$ cat config.mk
export PLATFORM = sky130hd
export DESIGN_NAME = uart_rx_param
export DESIGN_NICKNAME = d
export VERILOG_FILES = /design/src/rtl/uart_rx_param.sv
export SDC_FILE = /design/constraint.sdc
export NUM_CORES = 1
export LEC_CHECK = 0
export CAP_MARGIN = 20
export CORE_ASPECT_RATIO = 0.8
export CORE_MARGIN = 2
export CORE_UTILIZATION = 53
export CTS_BUF_LIST = sky130_fd_sc_hd__clkbuf_2
export CTS_CLUSTER_SIZE = 25
export DETAILED_ROUTE_END_ITERATION = 8
export PLACE_DENSITY_LB_ADDON = 0.05
export SLEW_MARGIN = 20
export SYNTH_ARGS = -nofsm -noshare
export SYNTH_HDL_FRONTEND = slang
export SYNTH_SLANG_ARGS = --single-unit
$ cat constraint.sdc
create_clock -name clk -period 1.6 [get_ports clk]
set_input_delay 0.32 -clock clk [delete_from_list [all_inputs] [get_ports clk]]
set_output_delay 0.32 -clock clk [all_outputs]
set_load 0.005 [all_outputs]
$ cat src/rtl/uart_rx_param.sv
`timescale 1ns/1ps
// uart_rx_param: oversampling UART receiver with configurable data width, parity and stop bits.
// Each bit is decided by a 3-sample majority vote centred on the bit midpoint.
module uart_rx_param #(
    parameter int CLK_DIV   = 16,
    parameter int OVS       = 16,
    parameter int DATA_BITS = 8,
    parameter int PARITY    = 0,
    parameter int STOP_BITS = 1
) (
    input  logic                 clk,
    input  logic                 rst,
    input  logic                 rxd,
    output logic [DATA_BITS-1:0] data,
    output logic                 valid,
    output logic                 parity_err,
    output logic                 frame_err,
    output logic                 busy,
    output logic                 tick
);

    localparam int DIV_W = (CLK_DIV > 1) ? $clog2(CLK_DIV) : 1;
    localparam int OS_W  = $clog2(OVS);
    localparam int BIT_W = $clog2(DATA_BITS);

    localparam logic [DIV_W-1:0] DIV_LAST  = DIV_W'(CLK_DIV - 1);
    localparam logic [OS_W-1:0]  OS_PRE    = OS_W'(OVS / 2 - 1);
    localparam logic [OS_W-1:0]  OS_MID    = OS_W'(OVS / 2);
    localparam logic [OS_W-1:0]  OS_POST   = OS_W'(OVS / 2 + 1);
    localparam logic [OS_W-1:0]  OS_LAST   = OS_W'(OVS - 1);
    localparam logic [BIT_W-1:0] DATA_LAST = BIT_W'(DATA_BITS - 1);
    localparam logic [BIT_W-1:0] STOP_LAST = BIT_W'(STOP_BITS - 1);

    typedef enum logic [2:0] {
        S_IDLE,
        S_START,
        S_DATA,
        S_PARITY,
        S_STOP,
        S_WAIT_HIGH
    } state_t;

    state_t               r_state;
    state_t               w_state_next;
    logic                 r_sync1;
    logic                 r_sync2;
    logic [DIV_W-1:0]     r_div_cnt;
    logic [DIV_W-1:0]     w_div_next;
    logic                 r_tick;
    logic [OS_W-1:0]      r_os_cnt;
    logic [BIT_W-1:0]     r_bit_cnt;
    logic                 r_s0;
    logic                 r_s1;
    logic [DATA_BITS-1:0] r_shift;
    logic                 r_par_err;
    logic                 r_ferr_acc;
    logic [DATA_BITS-1:0] r_data;
    logic                 r_valid;
    logic                 r_parity_err;
    logic                 r_frame_err;
    logic                 w_vote;
    logic                 w_vote_tick;
    logic                 w_last_tick;
    logic                 w_deliver;
    logic                 w_busy;

    // Reset to the idle level so a reset can never look like a start bit.
    // NOTE: sequential state uses non-blocking assignments so every flop samples pre-edge values.
    always_ff @(posedge clk) begin
        if (rst) begin
            r_sync1 <= 1'b1;
            r_sync2 <= 1'b1;
        end else begin
            r_sync1 <= rxd;
            r_sync2 <= r_sync1;
        end
    end

    // Tick is registered from the next count so it reads 0 during reset, even with CLK_DIV=1.
    assign w_div_next = (r_div_cnt == DIV_LAST) ? '0 : r_div_cnt + DIV_W'(1);

    always_ff @(posedge clk) begin
        if (rst) begin
            r_div_cnt <= '0;
            r_tick    <= 1'b0;
        end else begin
            r_div_cnt <= w_div_next;
            r_tick    <= (w_div_next == DIV_LAST);
        end
    end

    assign w_vote_tick = r_tick && (r_os_cnt == OS_POST);
    assign w_last_tick = r_tick && (r_os_cnt == OS_LAST);
    assign w_vote      = (r_s0 & r_s1) | (r_s0 & r_sync2) | (r_s1 & r_sync2);

    always_ff @(posedge clk) begin
        if (rst) begin
            r_state <= S_IDLE;
        end else begin
            r_state <= w_state_next;
        end
    end

    // NOTE: every signal written in always_comb gets a default first, so no latch is inferred.
    always_comb begin
        w_state_next = r_state;
        case (r_state)
            S_IDLE: begin
                if (r_tick && !r_sync2) w_state_next = S_START;
            end
            S_START: begin
                if (w_vote_tick && w_vote) w_state_next = S_IDLE;
                else if (w_last_tick)      w_state_next = S_DATA;
            end
            S_DATA: begin
                if (w_last_tick && (r_bit_cnt == DATA_LAST))
                    w_state_next = (PARITY != 0) ? S_PARITY : S_STOP;
            end
            S_PARITY: begin
                if (w_last_tick) w_state_next = S_STOP;
            end
            S_STOP: begin
                if (w_vote_tick && (r_bit_cnt == STOP_LAST))
                    w_state_next = (r_ferr_acc || !w_vote) ? S_WAIT_HIGH : S_IDLE;
            end
            S_WAIT_HIGH: begin
                if (r_tick && r_sync2) w_state_next = S_IDLE;
            end
            default: w_state_next = S_IDLE;
        endcase
    end

    always_comb begin
        w_busy    = (r_state != S_IDLE);
        w_deliver = (r_state == S_STOP) && w_vote_tick && (r_bit_cnt == STOP_LAST);
    end

    always_ff @(posedge clk) begin
        if (rst) begin
            r_os_cnt     <= '0;
            r_bit_cnt    <= '0;
            r_s0         <= 1'b0;
            r_s1         <= 1'b0;
            r_shift      <= '0;
            r_par_err    <= 1'b0;
            r_ferr_acc   <= 1'b0;
            r_data       <= '0;
            r_valid      <= 1'b0;
            r_parity_err <= 1'b0;
            r_frame_err  <= 1'b0;
        end else begin
            r_valid <= 1'b0;

            if (r_tick && (r_os_cnt == OS_PRE)) r_s0 <= r_sync2;
            if (r_tick && (r_os_cnt == OS_MID)) r_s1 <= r_sync2;

            if ((r_state == S_IDLE) || (r_state == S_WAIT_HIGH))
                r_os_cnt <= '0;
            else if (r_tick)
                r_os_cnt <= (r_os_cnt == OS_LAST) ? '0 : r_os_cnt + OS_W'(1);

            // bit_cnt counts data bits in DATA and stop bits in STOP.
            case (r_state)
                S_DATA: begin
                    if (w_last_tick)
                        r_bit_cnt <= (r_bit_cnt == DATA_LAST) ? '0 : r_bit_cnt + BIT_W'(1);
                end
                S_STOP: begin
                    if (w_last_tick) r_bit_cnt <= r_bit_cnt + BIT_W'(1);
                end
                default: r_bit_cnt <= '0;
            endcase

            if ((r_state == S_DATA) && w_vote_tick)
                r_shift <= {w_vote, r_shift[DATA_BITS-1:1]};

            if (r_state == S_START) begin
                r_par_err  <= 1'b0;
                r_ferr_acc <= 1'b0;
            end

            if ((r_state == S_PARITY) && w_vote_tick)
                r_par_err <= (PARITY == 1) ? ~((^r_shift) ^ w_vote) : ((^r_shift) ^ w_vote);

            if ((r_state == S_STOP) && w_vote_tick)
                r_ferr_acc <= r_ferr_acc | ~w_vote;

            if (w_deliver) begin
                r_data       <= r_shift;
                r_valid      <= 1'b1;
                r_parity_err <= (PARITY != 0) && r_par_err;
                r_frame_err  <= r_ferr_acc | ~w_vote;
            end
        end
    end

    assign data       = r_data;
    assign valid      = r_valid;
    assign parity_err = r_parity_err;
    assign frame_err  = r_frame_err;
    assign busy       = w_busy;
    assign tick       = r_tick;

endmodule

==> Word-level counts from Yosys, hierarchy flattened <==
Cells that the tools add are included.
W data, S select, Z words.
{ "totals": {"in_bits": 3, "ff_bits": 38} }
{ "classes": {"reduce_logical": 23, "n_bitwise": 7, "n_mux": 18, "add_sub_neg": 3, "n_eq_ne": 20} }
{ "op_table": {"columns": ["op", "count"], "rows": [
  ["$mux W3", 11],
  ["$eq A4 B4 Y1 const B", 5],
  ["$pmux W3 S6", 1],
  ["$ne A2 B2 Y1 const B", 7],
  ["$logic_and A1 B1 Y1", 12],
  ["$eq A3 B3 Y1 const B", 3],
  ["$add A4 B1 Y4 const B", 2],
  ["$mux W4", 2],
  ["$eq A3 B2 Y1 const B", 2],
  ["$logic_not A3 Y1", 2],
  ["$pmux W3 S2", 1],
  ["$reduce_and A6 Y1", 1],
  ["$eq A4 B3 Y1 const B", 1],
  ["$add A3 B1 Y3 const B", 1],
  ["$and A1 B1 Y1", 3],
  ["$eq A3 B1 Y1 const B", 1],
  ["$mux W1", 3],
  ["$ne A3 B3 Y1 const B", 1],
  ["$or A1 B1 Y1", 3],
  ["$reduce_bool A3 Y1", 1],
  ["$logic_not A1 Y1", 2],
  ["$logic_or A1 B1 Y1", 2],
  ["$reduce_and A2 Y1", 1],
  ["$reduce_bool A2 Y1", 1],
  ["other kinds (2)", 2]
]} }

==> Longest topological paths before layout <==
Gate-level depths: netlist (run 1).
{ "logic_depth": {"ltp_word": 8, "ltp_mapped": 7, "mapped_depth_nobuf": 6} }

==> Worst setup path before layout (run 1) <==
OpenSTA, ideal clock, no wires.
{ "synth_timing": {"path_kind": "flip-flop to flip-flop", "from": "reg r_os_cnt[0]", "to": "reg r_state[1]", "t_arrival_ps": 1573, "path_stages_with_launch": 7, "path_slack_ps": -96, "required_ps": 1477, "n_path_buf": 1, "path_cell_list": "dfxtp_1 > ha_1 > and4_1 > buf_2 > a311oi_1 > a41o_1 > mux2_1"} }
{ "synth_between": {"elab_chain_len": 5, "elab_cells_between_ends": 14, "cone_classes": "6 x eq/ne; 2 x mux; 6 x reduce/logical"} }
{ "synth_lines": {"columns": ["element", "line_no", "rtl"], "rows": [
  ["start: declaration", "50", "logic [OS_W-1:0] r_os_cnt;"],
  ["start signal: assignment", "160", "r_os_cnt <= (r_os_cnt == OS_LAST) ? '0 : r_os_cnt + OS_W'(1);"],
  ["$eq A4 B4 Y1 (on tied branches)", "92, 93", null],
  ["$logic_and A1 B1 Y1 (on tied branches)", "92, 93", null],
  ["$logic_and A1 B1 Y1 (on tied branches)", "112, 116, 123", null],
  ["$ne A3 B3 Y1 (no line), or another cell as far along", null, null],
  ["$reduce_and A6 Y1 (no line) / $pmux W3 S6 (equally long branches)", null, null],
  ["end signal: assignment", "100", "r_state <= w_state_next;"],
  ["end: declaration", "43", "state_t r_state;"]
]} }
Parallel ways exist; a longest one is shown, timed or not.
A chain may end at the register's enable or synchronous reset.

==> Worst setup path in the final report (run 1) <==
{ "layout_timing": {"from": "reg r_os_cnt[1]", "to": "reg r_shift[2]"} }
{ "layout_between": {"elab_chain_len": 3} }
{ "layout_lines": {"columns": ["element", "line_no", "rtl"], "rows": [
  ["$eq A4 B4 Y1", "92", "assign w_vote_tick = r_tick && (r_os_cnt == OS_POST);"],
  ["$logic_and A1 B1 Y1", "92", null],
  ["$logic_and A1 B1 Y1", "174", "if ((r_state == S_DATA) && w_vote_tick)"],
  ["end signal: assignment", "175", "r_shift <= {w_vote, r_shift[DATA_BITS-1:1]};"],
  ["end: declaration", "54", "logic [DATA_BITS-1:0] r_shift;"]
]} }
Every way passes these cells.

==> results of run 1 <==
[cell usage after synthesis, types with 4 or more instances]
library cell / n / area [µm²]
nor3_1: 5 / 25.02
nand2_1: 9 / 33.78
ha_1: 8 / 100.1
mux2i_1: 21 / 210.2
nor2_1: 29 / 108.9
nand2b_1: 4 / 25.02
xnor2_1: 4 / 35.03
inv_1: 11 / 41.29
a21oi_1: 5 / 25.02
o21ai_0: 4 / 20.02
clkbuf_1: 5 / 18.77
dfxtp_1: 38 / 760.7
[kinds of logic (layout without fill, tap and decap cells)]
kind of cell | after synthesis | count (layout) | share of synthesized area (%)
xor+xnor | 6 | 6 | 3.017
fa+ha+maj | 9 | 9 | 6.322
simple gates | 67 | 68 | 19.47
buf+inv | 22 | 67 | 6.034
mux | 22 | 22 | 12.72
other cells | 1 | 1 | 0.2153
compound gates | 21 | 21 | 8.550
flops | 38 | 38 | 43.68
[repair_timing]
action                     in CTS  in global routing
pin swaps                       3                 11
resized for setup              38                 12
buffers inserted                7                  7
gates cloned                    0                  1
setup endpoints to repair      32                 27
hold buffers                    0                  0
[worst max-delay path: cells and delay by family (launching register included)]
kind | cells | cell delay (ns)
simple gates | 3 | 0.89
flops | 1 | 0.37
mux | 1 | 0.20
fa+ha+maj | 1 | 0.13
buf+inv | 1 | 0.07
[metal layers]
| layer | vias up | track usage [%] |
|---|---|---|
| met5 | - | 0 |
| met2 | 51 | 37.59 |
| met3 | 10 | 8.961 |
| li1 | 731 | - |
| met4 | 0 | 7.714 |
| met1 | 730 | 31.39 |
[layout by cell type, fill, tap and decap left out, types with 4 or more instances in the layout]
cell	Yosys	routed
a21oi_1	5	5
buf_4	1	29
buf_6	2	4
clkbuf_2	0	5
dfxtp_1	38	24
dfxtp_2	0	12
dlygate4sd2_1	0	7
dlymetal6s2s_1	0	4
ha_1	8	6
inv_1	11	10
mux2i_1	21	21
nand2_1	9	9
nand2b_1	4	4
nor2_1	29	29
nor3_1	5	4
xnor2_1	4	4
[power by group]
part	switching, mW	internal (mW)	total [mW]
clock	0.336	0.424	0.759
sequential	0.0102	0.956	0.967
combinational	0.0548	0.0540	0.109
total	0.401	1.43	1.83
[registers in the layout, summed over array words and instances, names as in the netlist, 3 cells and up]
| register | flops |
|---|---|
| r_div_cnt | 4 |
| r_os_cnt | 4 |
| data | 8 |
| r_bit_cnt | 3 |
| r_shift | 8 |
| r_state | 3 |
[stage by stage]
stage          utilization [%]  setup TNS, ns  worst slack (ns)  power (mW)
2_1_floorplan                -        -0.5889          -0.05678       1.045
3_3_place_gp             66.30        -0.4442           -0.1304       1.084
3_5_place_dp             66.30         -1.600           -0.1389       1.089
4_1_cts                  72.71         -1.618           -0.1335       1.837
5_1_grt                  75.40         -3.668           -0.2364       1.903
6_report                 75.40         -1.853           -0.1358       1.835
[final cells by class]
class,count,area share (%)
Clock buffer,5,1.068
Clock inverter,3,2.936
Inverter,11,1.762
Multi-Input combinational cell,127,40.79
Sequential cell,38,33.42
Tap cell,40,2.136
Timing Repair Buffer,48,17.89
[worst paths after layout]
check | to | slack [ns]
setup / recovery | r_shift[2] | -0.14
hold reg to reg | r_sync2 | 0.44
hold / removal | r_sync2 | 0.44
setup reg to reg | r_shift[2] | -0.14
==> impl_metrics.py, run 1 <==
metrics = {
    "place": {
        "dp.cells": 252,
        "place_congestion": 0.8831,
        "port_buffers": 14,
        "place_area_mm2": 0.002061,
        "dp_hpwl_um": 2705,
    },
    "layout": {
        "drive_gt1_share_pct": 31.03,
        "final_area_mm2": 0.002344,
        "multi_input_area_um2": 955.9,
        "num_antenna_cells": 0,
        "areaGrowthSynthToFinish_pct": 34.55,
        "fin_cells": 272,
        "layout.nets": 242,
        "fillers": 208,
        "seqCellArea_um2": 783.3,
    },
    "detailed_routing": {
        "via_per_inst": 5.596,
        "drt-initial-drc-count": 124,
        "drt_first_pass_iters": 4,
        "drc": 0,
        "highest_layer": "met4",
        "wl_met1_um": 1764,
        "routed_wl_um": 4182,
        "route.vias.total": 1522,
        "wl_per_cell_um": 15.38,
        "dr_wl_met3_um": 255,
        "antenna_left": 0,
        "wl_met2_um": 2085,
    },
    "worst_hold_path": {
        "min_path_cells": 1,
        "hp-class": "flip-flop to flip-flop",
        "min_from": "r_sync1",
    },
    "power_and_ir_drop": {
        "power_leakage_nw": 1.156,
        "vdd_drop_max_v": 0.0007995,
        "powerDensity_mw_per_mm2": 782.9,
    },
    "setup_path": {
        "cp_slowest_cell": "or4_4",
        "crit_arrival_ns": 2.06,
        "crit_path_start_kind": "flip-flop",
        "startpoint": "r_os_cnt[1]",
        "cp.required_ns": 1.92,
        "cp_cell_sequence": "inv_2, ha_4, nand4b_1, or4_4, mux2i_1, nor2_1",
        "crit_fanout": 8,
        "rr_worst_depth": 6,
        "crit_path_max_incr_delay_ns": 0.67,
        "critical_path_class": "flip-flop to flip-flop",
        "r2r_start": "r_os_cnt[1]",
        "cp-end-kind": "flip-flop",
    },
    "sta": {
        "hold_viol": 0,
        "report.final.slew_viol_count": 0,
        "min_period_over_period_pct": 108.5,
        "finalWorstSetupSlack_ns": -0.1358,
        "period_minus_slack_ns": 1.736,
        "rsz0062_at_grt": "true",
        "max_freq_mhz": 576.1,
        "hold_ws_ns": 0.4436,
        "worst_clock_skew_ns": 0.01212,
        "setup_viol": 21,
    },
    "clock_tree": {
        "insertion_delay_ns": 0.41,
        "cts_max_path_buffers": 2,
        "cts_buffers": 5,
        "cts_tree": "yes",
        "cts_root_buf": "clkbuf_2",
        "clkSinkCount": 38,
        "ctsHtreeMaxLevel": 2,
        "clk_pin_slew_ns": 0.19,
    },
    "run": {
        "maxCapViolCount": 0,
    },
    "yosys": {
        "async_reset_ff_share_pct": 0,
        "avgSynthCellArea_um2": 9.364,
        "synth-seq-cells": 38,
        "synth_ff_type": "dfxtp_1",
        "synth_edf_count": 0,
        "syn-num-nets": 197,
        "synth_cells": 186,
        "ys_types": 39,
        "synth_seq_area_share_pct": 43.68,
        "yosys_warnings": 0,
        "synth_area_mm2": 0.001742,
    },
    "floorplan": {
        "io_pins": 16,
        "initial_core_util_pct": 56.04,
        "dieArea_mm2": 0.003764,
        "core_area_mm2": 0.003108,
        "die_h_um": 55.28,
        "fp.dieW_um": 68.09,
        "rows": 18,
    },
    "grt": {
        "grt_first_pass_wirelength_um": 6900,
        "grt_pass1_vias": 1476,
        "grt_max_degree": 21,
        "antenna_found_initial": 0,
        "overflow": 0,
        "grt_usage_pct": 24.36,
    },
    "run_status": {
        "violations": "setup timing",
        "status": "finished with violations",
    },
}
Power figures use the tool's default switching activity.
==> inputs of run 2 (changes only) <==
- CORE_MARGIN: 2 -> 10
- MAX_ROUTING_LAYER: not set -> met4
- SKIP_CTS_REPAIR_TIMING: not set -> 1
==> run 2 against run 1 <==
  * The flow still finishes with violations (setup timing)
  * Combinational power decreased by 7%
  * Power is 1.8% lower
  * Flip-flop and latch count did not move
==> impl_metrics.py, run 2 (synthesis results as in run 1) <==
metrics = {
    "floorplan": {
        "dieArea_mm2": 0.005994,
        "io_pins": 16,
        "fp.dieW_um": 84.09,
        "initial_core_util_pct": 55.64,
        "core_area_mm2": 0.003131,
        "rows": 18,
        "die_h_um": 71.28,
    },
    "place": {
        "port_buffers": 14,
        "pre_cts_slack_ns": -0.1026,
        "place_congestion": 0.8335,
        "dp_hpwl_um": 2783,
    },
    "sta": {
        "period_minus_slack_ns": 1.727,
        "report.final.slew_viol_count": 0,
        "setup_viol": 20,
        "worst_clock_skew_ns": 0.01549,
        "finalWorstSetupSlack_ns": -0.1268,
        "rsz0062_at_grt": "true",
        "min_period_over_period_pct": 107.9,
        "max_freq_mhz": 579.1,
        "hold_viol": 0,
    },
    "power_and_ir_drop": {
        "p_clk_share_pct": 40.8,
        "power.switching_mw": 0.3813,
        "vdd_drop_max_v": 0.0005732,
        "swShare_pct": 21.17,
        "total_power_mw": 1.801,
        "power_leakage_nw": 1.138,
        "seqPwrFrac_pct": 53.6,
        "powerDensity_mw_per_mm2": 795.7,
        "combPwrFrac_pct": 5.6,
        "p_int_mw": 1.420,
    },
    "worst_hold_path": {
        "min_to": "r_sync2",
        "hp-class": "flip-flop to flip-flop",
        "min_from": "r_sync1",
        "min_path_cells": 1,
    },
    "setup_path": {
        "crit_path_start_kind": "flip-flop",
        "r2r_start": "r_s1",
        "cp-end-kind": "flip-flop",
        "reg2reg_setup_slack_ns": -0.13,
        "critical_path_class": "flip-flop to flip-flop",
        "crit_arrival_ns": 2.07,
        "crit_fanout": 4,
        "cp.required_ns": 1.95,
        "rr_worst_depth": 5,
        "rr_endpoint": "r_state[0]",
    },
    "detailed_routing": {
        "dr_wl_met3_um": 281,
        "highest_layer": "met4",
        "drc": 0,
        "routed_wl_um": 3977,
        "antenna_left": 0,
        "route.vias.total": 1453,
        "via_per_inst": 5.504,
        "drt_first_pass_iters": 4,
        "wl_met2_um": 1865,
        "wl_per_cell_um": 15.06,
        "drt-initial-drc-count": 130,
        "wl_met1_um": 1806,
    },
    "grt": {
        "grt_usage_pct": 13.11,
        "grt_pass1_vias": 1399,
        "antenna_found_initial": 0,
        "grt_first_pass_wirelength_um": 6499,
        "overflow": 0,
        "grt_max_degree": 20,
    },
    "clock_tree": {
        "clk_pin_slew_ns": 0.20,
        "cts_root_buf": "clkbuf_2",
        "insertion_delay_ns": 0.40,
        "cts_tree": "yes",
        "cts_buffers": 5,
        "ctsHtreeMaxLevel": 2,
        "clkSinkCount": 38,
        "cts_max_path_buffers": 2,
    },
    "run_status": {
        "status": "finished with violations",
        "violations": "setup timing",
    },
    "layout": {
        "num_antenna_cells": 0,
        "layout.nets": 234,
        "areaGrowthSynthToFinish_pct": 29.96,
        "drive_gt1_share_pct": 27.68,
        "layout_commonest_cell": "nor2_1",
        "layout_common_cells": "nor2_1 (29), dfxtp_1 (25), buf_4 (24)",
    },
    "run": {
        "maxCapViolCount": 0,
    },
}
[run 2: worst max-delay path by stage]
stage,start,end,slack (ns),cells past startpoint
3_3_place_gp,r_s1,r_state[0],-0.12,5
5_1_grt,r_os_cnt[1],data[7],-0.17,7
6_report,r_s1,r_state[0],-0.13,5
2_1_floorplan,r_state[1],data[2],-0.06,6
4_1_cts,r_state[0],busy,-0.44,3
3_5_place_dp,r_os_cnt[1],data[7],-0.10,6
[run 2: layout make-up]
cell class	count	area, µm²
clock buffers	5	25.02
clock inverters	3	63.81
fillers	227	867.1
inverters	11	41.29
multi-input cells	127	934.6
flip-flops and latches	38	782.0
well taps	40	50.05
repair buffers	40	366.6
[run 2: critical path, cell delays in order (launching register included)]
cell	delay, ns
dfxtp_1	0.36
maj3_1	0.39
buf_4	0.18
a2111oi_1	0.48
o21ai_0	0.14
mux2i_1	0.13
[run 2: power groups by stage]
stage | clock network (mW) | logic (mW) | registers [mW]
finish | 0.734 | 0.101 | 0.966
global route | 0.796 | 0.111 | 0.969
CTS | 0.744 | 0.0978 | 0.970
detailed placement | 0 | 0.0960 | 0.989
global placement | 0 | 0.0921 | 0.988
floorplan | 0 | 0.0547 | 0.990
[run 2: metal layers]
metal  up-vias  GRT usage (%)
li1        718              -
met1       679          16.21
met2        52          20.49
met3         4          3.616
met4         0          3.711
met5         -              -
[run 2: metrics by stage]
| stage | TNS (ns) | instances | utilization [%] | hold slack [ns] | instance area, µm² |
|---|---|---|---|---|---|
| detailed placement | -1.451 | 252 | 65.83 | 0.4017 | 2061 |
| global route | -2.879 | 264 | 72.30 | 0.4778 | 2263 |
| global placement | -0.6325 | 252 | 65.83 | 0.3979 | 2061 |
| floorplan | -0.5889 | 186 | - | 0.3895 | 1749 |
| finish | -1.520 | 264 | 72.30 | 0.4368 | 2263 |
| CTS | -2.458 | 260 | 68.67 | 0.4464 | 2150 |
